**src/rtl/float_add_pipe.sv**
```systemverilog
// Three-stage pipelined floating-point adder/subtractor: align, add, normalise/round/pack.
// Define FLOAT_ADD_PIPE_RNE_EN for round-to-nearest-even; the default build truncates.
module float_add_pipe #(
  parameter int EXP_W = 5,
  parameter int MAN_W = 10
) (
  input  logic                   clk,
  input  logic                   rst,
  input  logic                   in_valid,
  output logic                   in_ready,
  input  logic [EXP_W+MAN_W:0]   floatA,
  input  logic [EXP_W+MAN_W:0]   floatB,
  input  logic                   op_sub,
  output logic                   out_valid,
  input  logic                   out_ready,
  output logic [EXP_W+MAN_W:0]   sum,
  output logic                   ovf,
  output logic                   unf
);

  localparam int W   = 1 + EXP_W + MAN_W;
  localparam int SW  = MAN_W + 4;             // implied 1, mantissa, guard, round, sticky
  localparam int LZW = $clog2(SW);
  localparam int ES  = ((EXP_W > LZW) ? EXP_W : LZW) + 2;
  localparam logic signed [ES-1:0] EMAX_S = ES'((1 << EXP_W) - 1);

  // A single global stall: nothing moves while a finished result waits.
  logic advance;
  assign advance  = ~(out_valid & ~out_ready);
  assign in_ready = advance;

  // ---------------- S1: zero detect, magnitude compare, align ----------------
  logic             sa, sb, za, zb, a_big;
  logic [EXP_W-1:0] ea, eb, ediff;
  logic [MAN_W-1:0] ma, mb;
  logic [SW-1:0]    big_sig, small_sig, small_al, mask;
  logic             byp_d;
  logic [W-1:0]     bypw_d;

  // NOTE: every signal written here gets a value on every path, otherwise a latch is inferred.
  always_comb begin
    sa        = floatA[W-1];
    ea        = floatA[W-2 -: EXP_W];
    ma        = floatA[MAN_W-1:0];
    sb        = floatB[W-1] ^ op_sub;
    eb        = floatB[W-2 -: EXP_W];
    mb        = floatB[MAN_W-1:0];
    za        = (ea == '0);
    zb        = (eb == '0);
    a_big     = ({ea, ma} >= {eb, mb});
    ediff     = a_big ? (ea - eb) : (eb - ea);
    big_sig   = {1'b1, (a_big ? ma : mb), 3'b000};
    small_sig = {1'b1, (a_big ? mb : ma), 3'b000};
    mask      = '0;
    small_al  = SW'(1);
    if (int'(ediff) < MAN_W + 3) begin
      mask     = (SW'(1) << ediff) - SW'(1);
      small_al = (small_sig >> ediff) | SW'(|(small_sig & mask));
    end
    byp_d  = za | zb;
    bypw_d = za ? {sb, eb, mb} : floatA;
  end

  logic             v1, byp1, sign1, sub1;
  logic [W-1:0]     bypw1;
  logic [EXP_W-1:0] exp1;
  logic [SW-1:0]    big1, small1;

  // NOTE: sequential state uses non-blocking assignments so every stage samples pre-edge values.
  always_ff @(posedge clk or posedge rst) begin
    if (rst)          v1 <= 1'b0;
    else if (advance) v1 <= in_valid;
  end

  // NOTE: datapath registers carry no reset; the valid bits alone decide whether they matter.
  always_ff @(posedge clk) begin
    if (advance && in_valid) begin
      byp1   <= byp_d;
      bypw1  <= bypw_d;
      sign1  <= a_big ? sa : sb;
      sub1   <= sa ^ sb;
      exp1   <= a_big ? ea : eb;
      big1   <= big_sig;
      small1 <= small_al;
    end
  end

  // ---------------- S2: add / subtract ----------------
  logic [SW:0] raw_d;
  assign raw_d = sub1 ? ({1'b0, big1} - {1'b0, small1})
                      : ({1'b0, big1} + {1'b0, small1});

  logic             v2, byp2, sign2;
  logic [W-1:0]     bypw2;
  logic [EXP_W-1:0] exp2;
  logic [SW:0]      raw2;

  always_ff @(posedge clk or posedge rst) begin
    if (rst)          v2 <= 1'b0;
    else if (advance) v2 <= v1;
  end

  always_ff @(posedge clk) begin
    if (advance && v1) begin
      byp2  <= byp1;
      bypw2 <= bypw1;
      sign2 <= sign1;
      exp2  <= exp1;
      raw2  <= raw_d;
    end
  end

  // ---------------- S3: normalise, round, pack ----------------
  logic [LZW-1:0]        lz;
  logic [SW-1:0]         norm;
  logic signed [ES-1:0]  e_n, e_f;
  logic [MAN_W-1:0]      man_f;
  logic [W-1:0]          sum_d;
  logic                  ovf_d, unf_d;
`ifdef FLOAT_ADD_PIPE_RNE_EN
  logic                  rnd_up;
  logic [MAN_W+1:0]      man_r;
  logic                  unused_man_r;
  assign unused_man_r = man_r[MAN_W];
`else
  logic                  unused_grs;
  assign unused_grs = ^{norm[SW-1], norm[2:0]};
`endif

  always_comb begin
    lz = '0;
    for (int i = 0; i < SW; i++) begin
      if (raw2[i]) lz = LZW'(SW - 1 - i);
    end
    // Carry-out shifts right once, folding the dropped bit into sticky.
    if (raw2[SW]) begin
      norm = raw2[SW:1] | SW'(raw2[0]);
      e_n  = ES'(exp2) + ES'(1);
    end else begin
      norm = raw2[SW-1:0] << lz;
      e_n  = ES'(exp2) - ES'(lz);
    end
`ifdef FLOAT_ADD_PIPE_RNE_EN
    rnd_up = norm[2] & (norm[1] | norm[0] | norm[3]);
    man_r  = {1'b0, norm[SW-1:3]} + (MAN_W+2)'(rnd_up);
    if (man_r[MAN_W+1]) begin
      e_f   = e_n + ES'(1);
      man_f = '0;
    end else begin
      e_f   = e_n;
      man_f = man_r[MAN_W-1:0];
    end
`else
    e_f   = e_n;
    man_f = norm[SW-2:3];
`endif
    ovf_d = 1'b0;
    unf_d = 1'b0;
    if (byp2) begin
      sum_d = bypw2;
    end else if (raw2 == '0) begin
      sum_d = '0;
    end else if (e_f >= EMAX_S) begin
      sum_d = {sign2, {EXP_W{1'b1}}, {MAN_W{1'b0}}};
      ovf_d = 1'b1;
    end else if (e_f[ES-1] || (e_f == '0)) begin
      sum_d = '0;
      unf_d = 1'b1;
    end else begin
      sum_d = {sign2, e_f[EXP_W-1:0], man_f};
    end
  end

  always_ff @(posedge clk or posedge rst) begin
    if (rst) begin
      out_valid <= 1'b0;
      sum       <= '0;
      ovf       <= 1'b0;
      unf       <= 1'b0;
    end else if (advance) begin
      out_valid <= v2;
      if (v2) begin
        sum <= sum_d;
        ovf <= ovf_d;
        unf <= unf_d;
      end
    end
  end

endmodule

```
**config.mk**
```make
export PLATFORM = sky130hd
export DESIGN_NAME = float_add_pipe
export DESIGN_NICKNAME = d
export VERILOG_FILES = /design/src/rtl/float_add_pipe.sv
export SDC_FILE = /design/constraint.sdc
export NUM_CORES = 1
export LEC_CHECK = 0
export BUFFER_PORTS_ARGS = -buffer_cell sky130_fd_sc_hd__buf_4
export CORE_MARGIN = 2
export CORE_UTILIZATION = 57
export CTS_CLUSTER_DIAMETER = 40
export DETAILED_ROUTE_END_ITERATION = 6
export PLACE_DENSITY = 0.82
export SYNTH_ARGS = -nofsm -noshare
export SYNTH_HDL_FRONTEND = slang
export SYNTH_SLANG_ARGS = --single-unit
```
**constraint.sdc**
```tcl
create_clock -name clk -period 5.2 [get_ports clk]
set_clock_uncertainty 0.15 [all_clocks]
set_input_delay 0.26 -clock clk [delete_from_list [all_inputs] [get_ports clk]]
set_output_delay 0.26 -clock clk [all_outputs]
set_load 0.02 [all_outputs]
```
==> results.yml, run 1 <==
status:
  status: "complete, no violations"
die:
  dieArea_um2: 13900
  rows: 41
  ios: 57
  core_area_um2: 12700
  initial_utilization_pct: 58.5
  dieHeight_um: 118
  die_w_um: 118
drt:
  drc_errors: 0
  wl_um: 17400
  avgRoutedWirePerCell_um: 18.1
  drtAntennaViolNets: 0
  via_per_inst: 6.03
  first_iter_violations: 462
  first_pass_iters: 5
  vias: 5768
clocking:
  cts.sinks: 107
  cts_max_level: 3
  clk_latency_ns: 0.34
  cts_buffer_depth: 2
  root_buffer: "clkbuf_16"
  cts_resized: 0
  clkSlewWorstSetupHoldPaths_ns: 0.07
  cts_made_buffers: 9
  cts_tree: "yes"
global_routing:
  antenna_found_initial: 0
  grt_max_degree: 49
  grt-ovfl-total: 0
  grt_pass1_wl_um: 28200
  grtUsageTotal_pct: 25.5
  grt_pass1_vias: 5670
critical_path:
  r2r_end: "sum[3]"
  endpoint_kind: "register"
  crit_top_cell: "or4_1"
  ff2ff_path_depth: 14
  critPathMaxFanout: 11
  slowest_stage: "or4_1"
  cp_slowest_stage_delay_ns: 0.58
  cp.required_ns: 5.33
  arrival_ns: 4.73
  cp_cell_sequence: "nor4_2 > o21ai_0 > a21oi_2 > inv_2 > ha_1 > nor2b_1 > o21a_1 > o31ai_2 > xor2_1 > or4_1 > nand2_1 > or3_1 > or4_1 > nand3_1"
  reg2reg_slack_ns: 0.60
  critical_path.startpoint: "raw2[5]"
  start_kind: "register"
  endpoint: "sum[3]"
  reg2reg_from: "raw2[5]"
  crit_type: "register to register"
power_and_ir_drop:
  internal_power_mw: 2.08
  clkPwrFrac_pct: 19.5
  ir_drop_mv: 0.232
  switchingPower_mw: 1.28
  seqPwrFrac_pct: 39.2
  leakage_nw: 3.39
  netSwitchingFraction_pct: 38.2
  fin_total_pwr_mw: 3.36
  combPwrFrac_pct: 41.3
  cellPowerDensity_nw_per_um2: 407
timing:
  max_freq_mhz: 217
  setup-tns-final_ns: 0
  slew_headroom_pct: 32.1
  rsz0062_at_grt: "no"
  finalCritPeriodShare_pct: 88.5
  timing.final.ws_setup_ns: 0.599
  min_period_ns: 4.60
  worstMarginPinSlew_ns: 1.02
  drv_slew: 0
  hold_viol: 0
  finalSetupViolations: 0
logic_synthesis:
  syn_inst: 741
  synth.avg_cell_area_um2: 10.0
  synth_compound_area_share_pct: 18.7
  ys.flop_type: "edfxtp_1"
  synth_top_family_by_area: "compound AO/OA/AOI/OAI gates"
  ys_seq_area_share_pct: 41.9
  synth_xor_area_share_pct: 3.02
  synthMuxAreaShare_pct: 9.03
  ys_ff_latch: 107
  yosys.area_share.simple_pct: 12.6
  ys_warn_count: 0
  async_flop_share_pct: 19.6
  synthAdderAreaFrac_pct: 8.85
  syn-num-nets: 828
  syn_area_um2: 7410
  synth_edf_count: 86
  ys_types: 78
final_layout:
  n_fill_cell: 1043
  final_nets: 867
  antenna_cells: 0
  area_growth_pct: 11.2
  final_util_pct: 65.1
  layout-drive-gt1-share_pct: 16.1
place:
  pre_cts_slack_ns: 0.675
  dp_hpwl_um: 13500
  port_buffers: 56
  gp_congestion: 0.979
job:
  max_cap_violations: 0
hold_path:
  hold_class: "input pin to register"
state kept, by name, indices dropped and copies added, names as in the netlist:
name,cells
big1,10
byp1,1
byp2,1
bypw1,16
bypw2,16
exp1,5
exp2,5
out_valid,1
ovf,1
raw2,15
sign1,1
sign2,1
small1,14
sub1,1
sum,16
unf,1
v1,1
v2,1
worst max-delay path, delay by kind of cell (launching register included):
kind                       cells  cell delay [ns]
and+or+nand+nor                7             2.13
AOI/OAI and AO/OA              4             1.03
DFF                            1             0.50
adders and majority gates      1             0.34
xor gates and xnor gates       1             0.25
buffers and inverters          1             0.14
synth_stat cells, drive strengths merged, types with 3 or more instances:
| master | instances | area [um2] |
|---|---|---|
| a211oi | 11 | 97.6 |
| a21o | 13 | 97.6 |
| a21oi | 62 | 329 |
| a221oi | 7 | 61.3 |
| a31oi | 7 | 43.8 |
| and2 | 5 | 31.3 |
| and3 | 4 | 25.0 |
| buf | 19 | 139 |
| clkbuf | 20 | 75.1 |
| dfrtp | 21 | 526 |
| edfxtp | 86 | 2580 |
| fa | 4 | 80.1 |
| ha | 46 | 576 |
| inv | 60 | 225 |
| mux2 | 18 | 203 |
| mux2i | 44 | 444 |
| nand2 | 61 | 231 |
| nand2b | 3 | 18.8 |
| nand3 | 15 | 75.1 |
| nand4 | 6 | 43.8 |
| nor2 | 47 | 179 |
| nor2b | 15 | 93.8 |
| nor3 | 17 | 96.4 |
| nor4 | 6 | 50.0 |
| o211a | 3 | 30.0 |
| o211ai | 3 | 22.5 |
| o21a | 5 | 37.5 |
| o21ai | 46 | 230 |
| o21bai | 10 | 75.1 |
| o22ai | 6 | 43.8 |
| o311ai | 5 | 51.3 |
| o31ai | 8 | 65.1 |
| or4 | 4 | 30.0 |
| xnor2 | 16 | 155 |
| xor2 | 7 | 68.8 |
stage by stage:
step | area [um2] | cells | hold slack [ns]
3_5_place_dp | 7930 | 939 | 0.255
2_1_floorplan | 7410 | 741 | 0.0865
5_1_grt | 8240 | 957 | 0.0649
4_1_cts | 8240 | 957 | 0.0511
6_report | 8240 | 957 | 0.0612
3_3_place_gp | 7930 | 939 | 0.256
timing repair:
| item | in CTS | in global routing |
|---|---|---|
| hold buffers | 2 | 0 |
| buffers inserted | 0 | 0 |
| hold endpoints to repair | 22 | 0 |
routing by layer:
layer,GRT usage [%],routed length (um)
met5,0,0
met4,10.2,524
met3,4.07,935
met2,43.1,8460
met1,32.7,7440
worst min-delay path by stage:
stage / start / endpoint / cells past startpoint
after detailed placement: bypw1[12] / bypw2[12] / 0
after global routing: floatB[14] / bypw1[14] / 2
after CTS: floatB[14] / bypw1[14] / 2
after global placement: byp1 / byp2 / 0
final: floatB[14] / bypw1[14] / 2
after floorplan: rst / out_valid / 1
power by group through the flow:
stage	Clock, mW	Combinational (mW)	Sequential [mW]
detailed placement	0	1.36	1.33
global route	0.697	1.51	1.34
floorplan	0	0.949	1.33
CTS	0.662	1.37	1.31
global placement	0	1.34	1.31
finish	0.654	1.39	1.31
cells by family after synthesis:
| family | Yosys count |
|---|---|
| DFF | 107 |
| buffers and inverters | 99 |
| AOI/OAI and AO/OA | 208 |
| xor gates and xnor gates | 23 |
| muxes | 63 |
| and+or+nand+nor | 191 |
| adders and majority gates | 50 |
final cells by class:
class                           count  area [um2]  share of cell area, %
Multi-Input combinational cell    535        3880                   47.1
Sequential cell                   107        3110                   37.7
Timing Repair Buffer               67         520                   6.31
Clock buffer                       12         256                   3.11
Inverter                           60         225                   2.73
Tap cell                          172         215                   2.61
Clock inverter                      4        37.5                  0.455
layout by cell type (no fill, tap or decap), types with 3 or more instances in the layout:
cell type  count
a211oi_1       8
a211oi_2       3
a21o_1        13
a21oi_1       59
a221oi_1       7
a31oi_1        7
and2_1         4
and3_1         4
buf_4         64
clkbuf_16      9
dfrtp_1       21
edfxtp_1      86
fa_1           4
ha_1          46
inv_1         58
inv_6          3
mux2_2        18
mux2i_1       42
nand2_1       60
nand2b_1       3
nand3_1       15
nand4_1        5
nor2_1        46
nor2b_1       15
nor3_1        16
nor4_1         4
o211a_1        3
o211ai_1       3
o21a_1         5
o21ai_0       45
o21bai_1      10
o22ai_1        5
o31ai_1        7
or4_1          4
xnor2_1       14
xor2_1         6
Power figures use the tool's default switching activity.
==> run 2: changes to the inputs <==
- REMOVE_ABC_BUFFERS: not set -> 1
- SLEW_MARGIN: not set -> 20
- TNS_END_PERCENT: not set -> 10
==> run 2 against run 1 <==
Net effect: sequential power about the same; global-route usage decreased by 0.43 points; combinational power about the same; first-iteration DRC count increased by 28%; critical path depth unchanged; die area unchanged; wire length decreased by 2.5%; critical endpoint unchanged; largest power group unchanged.
==> results.yml, run 2 (synthesis gave the netlist of run 1 again) <==
place:
  pre_cts_slack_ns: 0.667
  dp_cells: 940
  gp_congestion: 0.966
  dp_hpwl_um: 13200
  port_buffers: 56
drt:
  wl_um: 16900
  first_iter_violations: 591
  drtAntennaViolNets: 0
  avgRoutedWirePerCell_um: 17.7
  first_pass_iters: 6
  vias: 5787
  via_per_inst: 6.04
  drc_errors: 0
timing:
  drv_slew: 0
  min_period_ns: 4.59
  rsz0062_at_grt: "no"
  timing.final.ws_setup_ns: 0.609
  worstMarginPinSlew_ns: 1.04
  setup-tns-final_ns: 0
  max_freq_mhz: 218
  hold_viol: 0
  whs_ns: 0.0409
  finalSetupViolations: 0
  slew_headroom_pct: 30.4
  finalCritPeriodShare_pct: 88.3
die:
  initial_utilization_pct: 58.5
  dieHeight_um: 118
  core_area_um2: 12700
  rows: 41
  ios: 57
  dieArea_um2: 13900
  die_w_um: 118
critical_path:
  endpoint_kind: "register"
  cp.required_ns: 5.33
  crit_top_cell: "or4_1"
  ff2ff_path_depth: 14
  cp_slowest_stage_delay_ns: 0.58
  start_kind: "register"
  reg2reg_slack_ns: 0.61
  critPathMaxFanout: 11
  r2r_end: "sum[3]"
  arrival_ns: 4.72
  reg2reg_from: "raw2[5]"
  cp_cell_sequence: "nor4_2 > o21ai_0 > a21oi_2 > inv_2 > ha_1 > nor2b_1 > o21a_1 > o31ai_2 > xor2_1 > or4_1 > nand2_1 > or3_1 > or4_1 > nand3_1"
  slowest_stage: "or4_1"
  crit_type: "register to register"
global_routing:
  antenna_found_initial: 0
  grt_max_degree: 49
  grt-ovfl-total: 0
  grt_pass1_wl_um: 28000
  grtUsageTotal_pct: 25.0
  grt_pass1_vias: 5637
final_layout:
  multi_input_area_um2: 3880
  final_cell_mix: "edfxtp_1 (86), buf_4 (66), nand2_1 (60)"
  antenna_cells: 0
  area_growth_pct: 10.9
  instances_no_fill: 958
  n_fill_cell: 1018
  layout-drive-gt1-share_pct: 16.2
  mostFrequentLayoutCell: "edfxtp_1"
  reg_top3: "bypw1: 16 flops, bypw2: 16 flops, sum: 16 flops"
  seq_area_um2: 3110
  final_nets: 868
hold_path:
  whs_path_depth: 2
  hold_end: "bypw1[14]"
  hp-start: "floatB[14]"
  hold_class: "input pin to register"
clocking:
  root_buffer: "clkbuf_16"
  cts_resized: 0
  clkSlewWorstSetupHoldPaths_ns: 0.07
  cts_hold_buffers: 2
  cts.sinks: 107
  cts_made_buffers: 9
  post_cts.repair.setup_buffers: 0
  cts_buffer_depth: 2
  clk_latency_ns: 0.35
  cts_max_level: 3
  cts_tree: "yes"
power_and_ir_drop:
  ir_drop_mv: 0.197
  leakage_nw: 3.39
  cellPowerDensity_nw_per_um2: 403
job:
  max_cap_violations: 0
status:
  status: "complete, no violations"
-- run 2: cell types whose count changed in the layout (fill, tap and decap cells not counted) --
cell and change:
inv_6 -1, buf_4 +2, buf_12 -1, clkinv_4 +1, clkbuf_8 -2, clkinv_2 +2
-- run 2: how the worst max path moves through the flow --
| stage | from | slack [ns] | end | cells after the start |
|---|---|---|---|---|
| detailed placement | raw2[5] | 0.67 | sum[3] | 14 |
| floorplan | floatA[10] | -0.1 | small1[3] | 10 |
| global placement | raw2[5] | 0.86 | sum[3] | 14 |
| CTS | raw2[5] | 0.64 | sum[3] | 14 |
| global route | raw2[5] | 0.22 | sum[3] | 14 |
| finish | raw2[5] | 0.61 | sum[3] | 14 |
-- run 2: cell type report --
class	count	area share [%]
Inverter	60	2.74
Multi-Input combinational cell	535	47.2
Clock buffer	10	2.78
Sequential cell	107	37.8
Tap cell	172	2.62
Timing Repair Buffer	68	6.27
Clock inverter	6	0.578
-- run 2: worst max-delay path, delay by kind of cell, from the launching register on --
| kind | cells | cell delay [ns] |
|---|---|---|
| compound gates | 4 | 1.02 |
| xor+xnor | 1 | 0.23 |
| fa+ha+maj | 1 | 0.34 |
| buf+inv | 1 | 0.15 |
| flops | 1 | 0.51 |
| simple gates | 7 | 2.10 |
-- run 2: report_power, final --
part | switching [mW] | internal, mW | total (mW)
sequential | 0.156 | 1.15 | 1.31
combinational | 0.812 | 0.558 | 1.37
clock | 0.305 | 0.331 | 0.636
-- run 2: stage by stage --
stage          utilization [%]  total power [mW]  area, um2
2_1_floorplan                -              2.23       7200
3_3_place_gp              62.5              2.64       7930
3_5_place_dp              62.5              2.68       7930
4_1_cts                   64.9              3.32       8220
5_1_grt                   64.9              3.51       8220
6_report                  64.9              3.32       8220
-- run 2: layer usage --
| metal | vias to the layer above | share of wire (%) | track usage (%) | wire, um |
|---|---|---|---|---|
| met2 | 215 | 50 | 43.0 | 8460 |
| met1 | 2749 | 43 | 32.4 | 7240 |
| li1 | 2789 | - | - | - |
| met3 | 34 | 4.9 | 3.78 | 822 |
| met4 | 0 | 2.4 | 8.58 | 410 |
| met5 | - | 0 | 0 | 0 |
==> run 3: changes to the inputs <==
- RECOVER_POWER: not set -> 50
==> run 3 against run 2 <==
Net effect: the run now ends with max-capacitance violations, max-slew violations left; sequential power barely moved; wire length down 0.31%; register-to-register slack got worse by 0.02 ns; critical path depth is the same; clock-buffer cell count unchanged; critical endpoint unchanged; die area is the same; sequential cell count did not move; largest cell class unchanged; clock power is essentially flat; combinational power fell by 4%; via count fell by 0.21%.
==> results.yml, run 3 (synthesis gave the netlist of run 1 again) <==
critical_path:
  critPathMaxFanout: 11
  arrival_ns: 4.74
  endpoint_kind: "register"
  r2r_end: "sum[3]"
  crit_type: "register to register"
  cp.required_ns: 5.33
  reg2reg_from: "raw2[5]"
  ff2ff_path_depth: 14
  start_kind: "register"
  reg2reg_slack_ns: 0.59
final_layout:
  antenna_cells: 0
  reg_top3: "bypw1: 16 flops, bypw2: 16 flops, sum: 16 flops"
  area_growth_pct: 9.71
  layout-drive-gt1-share_pct: 12.0
  final_nets: 868
  n_fill_cell: 1055
  mostFrequentLayoutCell: "edfxtp_1"
  final_cell_mix: "edfxtp_1 (86), nand2_1 (60), a21oi_1 (59)"
drt:
  vias: 5775
  avgRoutedWirePerCell_um: 17.6
  first_pass_iters: 5
  drtAntennaViolNets: 0
  wl_um: 16900
  drc_errors: 0
  via_per_inst: 6.03
  first_iter_violations: 645
die:
  rows: 41
  dieArea_um2: 13900
  dieHeight_um: 118
  ios: 57
  core_area_um2: 12700
  initial_utilization_pct: 58.5
  die_w_um: 118
global_routing:
  grt_pass1_wl_um: 28000
  grt-ovfl-total: 0
  antenna_found_initial: 0
  grt_pass1_vias: 5637
  grt_max_degree: 49
  grtUsageTotal_pct: 25.0
power_and_ir_drop:
  leakage_nw: 3.30
  internal_power_mw: 1.99
  switchingPower_mw: 1.27
  seqPwrFrac_pct: 40.3
  ir_drop_mv: 0.197
  combPwrFrac_pct: 40.2
  netSwitchingFraction_pct: 39.0
  cellPowerDensity_nw_per_um2: 400
  clkPwrFrac_pct: 19.5
clocking:
  root_buffer: "clkbuf_16"
  cts_buffer_depth: 2
  cts_tree: "yes"
  cts_resized: 0
  clkSlewWorstSetupHoldPaths_ns: 0.07
  clk_latency_ns: 0.35
  cts_max_level: 3
  post_cts.repair.setup_buffers: 0
  cts_hold_buffers: 2
  cts_made_buffers: 9
  cts.sinks: 107
hold_path:
  whs_path_depth: 2
  hold_end: "bypw1[14]"
  hp-start: "floatB[14]"
  hold_class: "input pin to register"
timing:
  worstMarginPinSlew_ns: 1.88
  min_period_ns: 4.61
  drv_slew: 39
  slew_headroom_pct: -25.3
  whs_ns: 0.0408
  timing.final.ws_setup_ns: 0.590
  max_freq_mhz: 217
  finalSetupViolations: 0
  hold_viol: 0
  finalCritPeriodShare_pct: 88.7
  rsz0062_at_grt: "no"
place:
  dp_hpwl_um: 13200
  pre_cts_slack_ns: 0.667
  gp_congestion: 0.966
  port_buffers: 56
status:
  failed_checks: "max-capacitance violations, max-slew violations"
  status: "complete, but fails checks"
job:
  max_cap_violations: 1
## run 3: how the worst max path moves through the flow
stage	startpoint	endpoint	slack, ns	cells after the start
floorplan	floatA[10]	small1[3]	-0.1	10
global placement	raw2[5]	sum[3]	0.86	14
detailed placement	raw2[5]	sum[3]	0.67	14
CTS	raw2[5]	sum[3]	0.64	14
global route	raw2[5]	sum[3]	0.22	14
finish	raw2[5]	sum[3]	0.59	14
## run 3: area by class of cell
class	count	area [um2]	share of cell area [%]
Tap cell	172	215	2.65
Timing Repair Buffer	68	425	5.23
Sequential cell	107	3110	38.2
Multi-Input combinational cell	535	3880	47.7
Clock buffer	10	229	2.82
Clock inverter	6	47.5	0.585
Inverter	60	225	2.77
## run 3: per-stage QoR
stage | TNS [ns] | utilization [%] | cell area [um2] | cells | power (mW)
final | 0 | 64.2 | 8130 | 958 | 3.26
after floorplan | -0.408 | - | 7200 | 702 | 2.23
after detailed placement | 0 | 62.5 | 7930 | 940 | 2.68
after global routing | 0 | 64.2 | 8130 | 958 | 3.46
after global placement | 0 | 62.5 | 7930 | 940 | 2.64
after CTS | 0 | 64.9 | 8220 | 958 | 3.32
## run 3: worst max-delay path, stage by stage, from the launching register on
cell	delay [ns]
edfxtp_1	0.51
nor4_2	0.49
o21ai_0	0.20
a21oi_2	0.42
inv_2	0.15
ha_1	0.34
nor2b_1	0.14
o21a_1	0.17
o31ai_2	0.23
xor2_1	0.23
or4_1	0.21
nand2_1	0.11
or3_1	0.50
or4_1	0.58
nand3_1	0.09
## run 3: metal layers
layer / part of all wire, % / vias to the layer above / wire length (um) / global-route usage (%)
li1: - / 2780 / - / -
met1: 42 / 2755 / 7120 / 32.4
met2: 50 / 213 / 8520 / 43.0
met3: 5.1 / 27 / 857 / 3.78
met4: 2.3 / 0 / 381 / 8.58
met5: 0 / - / 0 / 0
## run 3: power by group through the flow
stage / sequential, mW / combinational, mW / clock (mW)
2_1_floorplan: 1.37 / 0.864 / 0
3_3_place_gp: 1.31 / 1.33 / 0
3_5_place_dp: 1.32 / 1.35 / 0
4_1_cts: 1.31 / 1.36 / 0.646
5_1_grt: 1.34 / 1.44 / 0.683
6_report: 1.31 / 1.31 / 0.636
